`src/rtl/number_gen_if.sv`:
```
// Pixel bus between a raster source and a glyph renderer.
// Master drives the raster position and digit; slave returns the coverage and colour.
// No flow control: one pixel per clock, results follow one clock later.
interface number_gen_if;
    logic       visible;
    logic [9:0] col;
    logic [9:0] row;
    logic [3:0] digit;
    logic       number_on;
    logic [5:0] number_rgb;

    modport master (
        output visible, col, row, digit,
        input  number_on, number_rgb
    );

    modport slave (
        input  visible, col, row, digit,
        output number_on, number_rgb
    );
endinterface

```
`src/rtl/number_gen.sv`:
```
// Seven-segment digit renderer inside a fixed WxH box on the VGA raster.
// Latency: 1 clk from col/row/visible/digit to number_on/number_rgb.
// Backpressure: none, one pixel accepted every clock. NUMBER_GEN_BOX_EN adds a BOX_RGB border.
module number_gen #(
    parameter int          X0     = 100,
    parameter int          Y0     = 100,
    parameter int          W      = 20,
    parameter int          H      = 30,
    parameter int          SEG_T  = 4,
    parameter logic [5:0]  FG_RGB = 6'b111111,
    parameter logic [5:0]  BG_RGB = 6'b000000
`ifdef NUMBER_GEN_BOX_EN
    ,
    parameter logic [5:0]  BOX_RGB = 6'b010101
`endif
) (
    input  logic         clk,
    input  logic         rst_n,
    number_gen_if.slave  pix
);

    // Geometry widened to 11 bits so box limits near 1023 never wrap.
    localparam logic [10:0] X_LO    = 11'(X0);
    localparam logic [10:0] X_HI    = 11'(X0 + W);
    localparam logic [10:0] Y_LO    = 11'(Y0);
    localparam logic [10:0] Y_HI    = 11'(Y0 + H);
    localparam logic [10:0] T_L     = 11'(SEG_T);
    localparam logic [10:0] MID_L   = 11'(H / 2);
    localparam logic [10:0] G_LO    = 11'(H / 2 - SEG_T / 2);
    localparam logic [10:0] G_HI    = 11'(H / 2 + SEG_T / 2);
    localparam logic [10:0] D_LO    = 11'(H - SEG_T);
    localparam logic [10:0] R_LO    = 11'(W - SEG_T);
`ifdef NUMBER_GEN_BOX_EN
    localparam logic [10:0] X_LAST  = 11'(W - 1);
    localparam logic [10:0] Y_LAST  = 11'(H - 1);
`endif

    logic [10:0] col_w, row_w, sx, sy;
    logic        inbox, fg;
    logic [6:0]  seg_hit;   // {g,f,e,d,c,b,a} regions covering this pixel
    logic [6:0]  seg_lit;   // {g,f,e,d,c,b,a} segments lit for the digit
    logic        number_on_d, number_on_q;
    logic [5:0]  number_rgb_d, number_rgb_q;

    // Region hit test and digit decode; sx/sy are only meaningful when inbox.
    always_comb begin
        col_w = {1'b0, pix.col};
        row_w = {1'b0, pix.row};
        sx    = col_w - X_LO;
        sy    = row_w - Y_LO;
        inbox = pix.visible && (col_w >= X_LO) && (col_w < X_HI)
                            && (row_w >= Y_LO) && (row_w < Y_HI);

        seg_hit    = 7'b0;
        seg_hit[0] = (sy < T_L);                                  // a
        seg_hit[1] = (sx >= R_LO) && (sy < MID_L);                // b
        seg_hit[2] = (sx >= R_LO) && (sy >= MID_L);               // c
        seg_hit[3] = (sy >= D_LO);                                // d
        seg_hit[4] = (sx < T_L) && (sy >= MID_L);                 // e
        seg_hit[5] = (sx < T_L) && (sy < MID_L);                  // f
        seg_hit[6] = (sy >= G_LO) && (sy < G_HI);                 // g

        case (pix.digit)
            4'd0:    seg_lit = 7'b0111111;
            4'd1:    seg_lit = 7'b0000110;
            4'd2:    seg_lit = 7'b1011011;
            4'd3:    seg_lit = 7'b1001111;
            4'd4:    seg_lit = 7'b1100110;
            4'd5:    seg_lit = 7'b1101101;
            4'd6:    seg_lit = 7'b1111101;
            4'd7:    seg_lit = 7'b0000111;
            4'd8:    seg_lit = 7'b1111111;
            4'd9:    seg_lit = 7'b1101111;
            default: seg_lit = 7'b0000000;   // 10-15 draw an empty box
        endcase

        fg = |(seg_hit & seg_lit);
    end

    // Next-state colour selection; border (when built in) overrides segments.
    always_comb begin
        number_on_d  = inbox;
        number_rgb_d = 6'b0;
        if (inbox) begin
            number_rgb_d = fg ? FG_RGB : BG_RGB;
`ifdef NUMBER_GEN_BOX_EN
            if ((sx == 11'd0) || (sx == X_LAST) || (sy == 11'd0) || (sy == Y_LAST))
                number_rgb_d = BOX_RGB;
`endif
        end
    end

    // Output registers; reset clears them immediately.
    always_ff @(posedge clk or negedge rst_n) begin
        if (!rst_n) begin
            number_on_q  <= 1'b0;
            number_rgb_q <= 6'b0;
        end else begin
            number_on_q  <= number_on_d;
            number_rgb_q <= number_rgb_d;
        end
    end

    assign pix.number_on  = number_on_q;
    assign pix.number_rgb = number_rgb_q;

endmodule

```
`src/flat_wrapper.sv`:
```
// flat-port wrapper written by rule: the top's interface ports become plain ports
module number_gen_flat 
#(
    parameter int          X0     = 100,
    parameter int          Y0     = 100,
    parameter int          W      = 20,
    parameter int          H      = 30,
    parameter int          SEG_T  = 4,
    parameter logic [5:0]  FG_RGB = 6'b111111,
    parameter logic [5:0]  BG_RGB = 6'b000000

)
  (clk, rst_n, pix_visible, pix_col, pix_row, pix_digit, pix_number_on, pix_number_rgb);
  number_gen_if pix_i ();
  input  logic clk;
  input  logic rst_n;
  input wire logic [$bits(pix_i.visible)-1:0] pix_visible;
  input wire logic [$bits(pix_i.col)-1:0] pix_col;
  input wire logic [$bits(pix_i.row)-1:0] pix_row;
  input wire logic [$bits(pix_i.digit)-1:0] pix_digit;
  output wire logic [$bits(pix_i.number_on)-1:0] pix_number_on;
  output wire logic [$bits(pix_i.number_rgb)-1:0] pix_number_rgb;
  assign pix_i.visible = pix_visible;
  assign pix_i.col = pix_col;
  assign pix_i.row = pix_row;
  assign pix_i.digit = pix_digit;
  assign pix_number_on = pix_i.number_on;
  assign pix_number_rgb = pix_i.number_rgb;
  number_gen #(.X0(X0), .Y0(Y0), .W(W), .H(H), .SEG_T(SEG_T), .FG_RGB(FG_RGB), .BG_RGB(BG_RGB)) u_core (.clk(clk), .rst_n(rst_n), .pix(pix_i));
endmodule
```
`config.mk`:
```
export PLATFORM = sky130hd
export DESIGN_NAME = number_gen_flat
export DESIGN_NICKNAME = d
export VERILOG_FILES = /design/src/rtl/number_gen_if.sv /design/src/rtl/number_gen.sv /design/src/flat_wrapper.sv
export SDC_FILE = /design/constraint.sdc
export NUM_CORES = 1
export LEC_CHECK = 0
export CAP_MARGIN = 30
export CELL_PAD_IN_SITES_DETAIL_PLACEMENT = 1
export CELL_PAD_IN_SITES_GLOBAL_PLACEMENT = 1
export CORE_UTILIZATION = 25
export DETAILED_ROUTE_END_ITERATION = 8
export PLACE_DENSITY = 0.82
export SYNTH_ARGS = -nofsm -noshare
export SYNTH_HDL_FRONTEND = slang
export SYNTH_SLANG_ARGS = --single-unit
```
`constraint.sdc`:
```
create_clock -name clk -period 0.8 [get_ports clk]
set_input_delay 0.12 -clock clk [delete_from_list [all_inputs] [get_ports clk]]
set_output_delay 0.12 -clock clk [all_outputs]
set_load 0.05 [all_outputs]
```
==> results.yml <==
clocking:
  htree_levels: 1
  cts.sinks: 2
  path_clk_slew_ns: 0.03
  cts_buffers: 3
  tritoncts: "done"
  clock_path_buffers: 2
  root_buffer: "clkbuf_4"
logic_synthesis:
  syn_avg_cell_area_um2: 7.19
  synth.area.mux_share_pct: 4.05
  ys_ff_latch: 2
  synth-xor-area-share_pct: 3.55
  synth_seq_area_share_pct: 6.76
  synth_cell_types: 38
  synthSimpleGateAreaFrac_pct: 27.2
  syn_inst: 103
  synth_adder_area_share_pct: 20.3
  synth_top_family_by_area: "compound AO/OA/AOI/OAI gates"
  async_flop_share_pct: 100
  synth_edf_count: 0
  syn_area_um2: 741
  yosys_warnings: 0
  synth.net_count: 142
  synth_top_flop_cell: "dfrtp_1"
  synth-compound-area-share_pct: 27.4
pwr:
  p_leak_nw: 0.722
  p_sw_w: 0.000401
  swShare_pct: 38.7
  p_total_w: 0.00104
  internal-power_w: 0.000636
  ir_worst_vdd_uv: 639
  combPwrFrac_pct: 68.1
  p_per_area_nw_per_um2: 630
  p_clk_share_pct: 22.1
  p_seq_share_pct: 9.8
detailed_routing:
  drt-pass1-iter-count: 4
  viasPerCell: 5.41
  drt_iter0_markers: 4
  wl_per_cell_um: 17.5
  vias: 1087
  drc_errors: 0
  ant_nets: 0
  finalWirelength_um: 3510
critical_path:
  critPathLaunch: "pix_row[6]"
  path_cells: "clkdlybuf4s15_2 > buf_4 > mux2i_1 > a21oi_2 > or4_4 > o21a_1 > o2111ai_2 > a21boi_1"
  worstSetupEndpoint: "u_core.pix.number_rgb[4]"
  crit_required_ns: 0.90
  crit_arrival_ns: 1.90
  start_kind: "input port"
  cp-end-kind: "register"
  crit_fanout: 5
  criticalPathCategory: "input port to register"
  max_stage_delay_ns: 0.51
  slowest_stage: "or4_4"
status:
  violations: "setup timing"
  status: "finished with violations"
global_route:
  gr-usage-met1_pct: 22.2
  grt_overflow: 0
  use_met3_pct: 2.53
  track_usage_pct: 24.0
  grt_pass1_wl_um: 5910
  antenna_found_initial: 0
  met2_usage_pct: 48.9
  busiest_layer: "met2"
  grt_pass1_vias: 1257
  grt_max_degree: 10
place:
  port_buffers: 33
  post-dp-hpwl_um: 2690
  gp_congestion: 0.816
  pre_cts_slack_ns: -1.81
floorplanning:
  io_pins: 34
  start_util_pct: 26.6
  core-area_um2: 2780
  die_area_um2: 3180
  dieHeight_um: 56.4
  die_width_um: 56.4
  fp-row-count: 19
cells_and_area:
  antennaDiodeCount: 0
  area_growth_pct: 122
  layout-drive-gt1-share_pct: 53.5
  finalNetCount: 211
  layout_commonest_cell: "buf_4"
  final_cell_mix: "buf_4, ha_1, nand2_1, dlygate4sd2_1, buf_12"
timing:
  tightest_slew_ns: 0.308
  fmax_mhz: 554
  hold_ws_ns: 0.0572
  drv_slew: 0
  min_period_over_period_pct: 226
  rsz0062_at_grt: "true"
  finalSetupViolCount: 9
  setup_slack_ns: -1.00
  maxSlewHeadroom_pct: 79.5
  hold_violations: 0
  fin_crit_ns: 1.80
run:
  maxCapViolations: 0
hold_path:
  hp-class: "input port to asynchronous set/reset pin"
[routing by layer]
metal / wire [um] / up-vias
met5: 0 / -
met3: 121 / 20
met1: 1210 / 514
met4: 182 / 0
met2: 1990 / 43
li1: - / 510
[per-stage QoR]
| stage | util (%) | instances | instance area [um2] | TNS, ns |
|---|---|---|---|---|
| floorplan | - | 103 | 791 | -2.55 |
| global placement | 52.5 | 195 | 1460 | -2.65 |
| detailed placement | 52.5 | 195 | 1460 | -2.89 |
| CTS | 58.3 | 201 | 1620 | -2.91 |
| global route | 59.1 | 201 | 1640 | -3.09 |
| finish | 59.1 | 201 | 1640 | -2.87 |
[area by class of cell]
type                    count  area [um2]
clock buffers               3        22.5
fillers                   326        1140
multi-input cells          85         795
well taps                  31        38.8
flip-flops and latches      2        50.0
repair buffers             71         699
inverters                   9        38.8
[timing repair]
action	4_1_cts	5_1_grt
hold buffers	0	0
setup endpoints to repair	9	9
pin swaps	20	3
gates resized for setup	77	9
buffers inserted	3	1
[critical path: cells and delay by family]
family | cells | cell delay (ns)
simple gates | 1 | 0.51
buf+inv | 2 | 0.41
compound gates | 4 | 0.59
mux | 1 | 0.28
[logic make-up after synthesis]
logic type | after synthesis
simple gates | 39
flops | 2
mux | 3
xor+xnor | 3
fa+ha+maj | 12
compound gates | 28
buf+inv | 16
[state kept, by name (all words and copies together), names as in the netlist]
register               count
u_core.pix.number_on       1
u_core.pix.number_rgb      1
[cells in the mapped netlist, drive strengths merged (3+ instances only)]
cell   count  area (um2)
nand2      8        30.0
nor3       5        25.0
nor4       4        25.0
inv        9        33.8
mux2i      3        30.0
nor2       9        33.8
a21oi      6        30.0
buf        6        42.5
o31ai      3        22.5
o21ai      6        33.8
ha        12         150
[how the worst min path moves through the flow]
stage	start	to	slack, ns	cells past startpoint
finish	rst_n	u_core.pix.number_on	0.06	1
global route	rst_n	u_core.pix.number_on	0.08	1
CTS	rst_n	u_core.pix.number_rgb[4]	0.06	1
detailed placement	rst_n	u_core.pix.number_on	0.30	1
global placement	rst_n	u_core.pix.number_on	0.29	1
floorplan	rst_n	u_core.pix.number_on	-0.18	0
[power by group through the flow]
stage / sequential (W) / clock, W / combinational, W
CTS: 0.000102 / 0.000232 / 0.000677
detailed placement: 0.000103 / 0 / 0.000610
global placement: 0.000103 / 0 / 0.000566
finish: 0.000102 / 0.000229 / 0.000706
floorplan: 0.000103 / 0 / 0.000218
global route: 0.000102 / 0.000236 / 0.000758
Note: power is estimated with default switching activity, not from simulation.
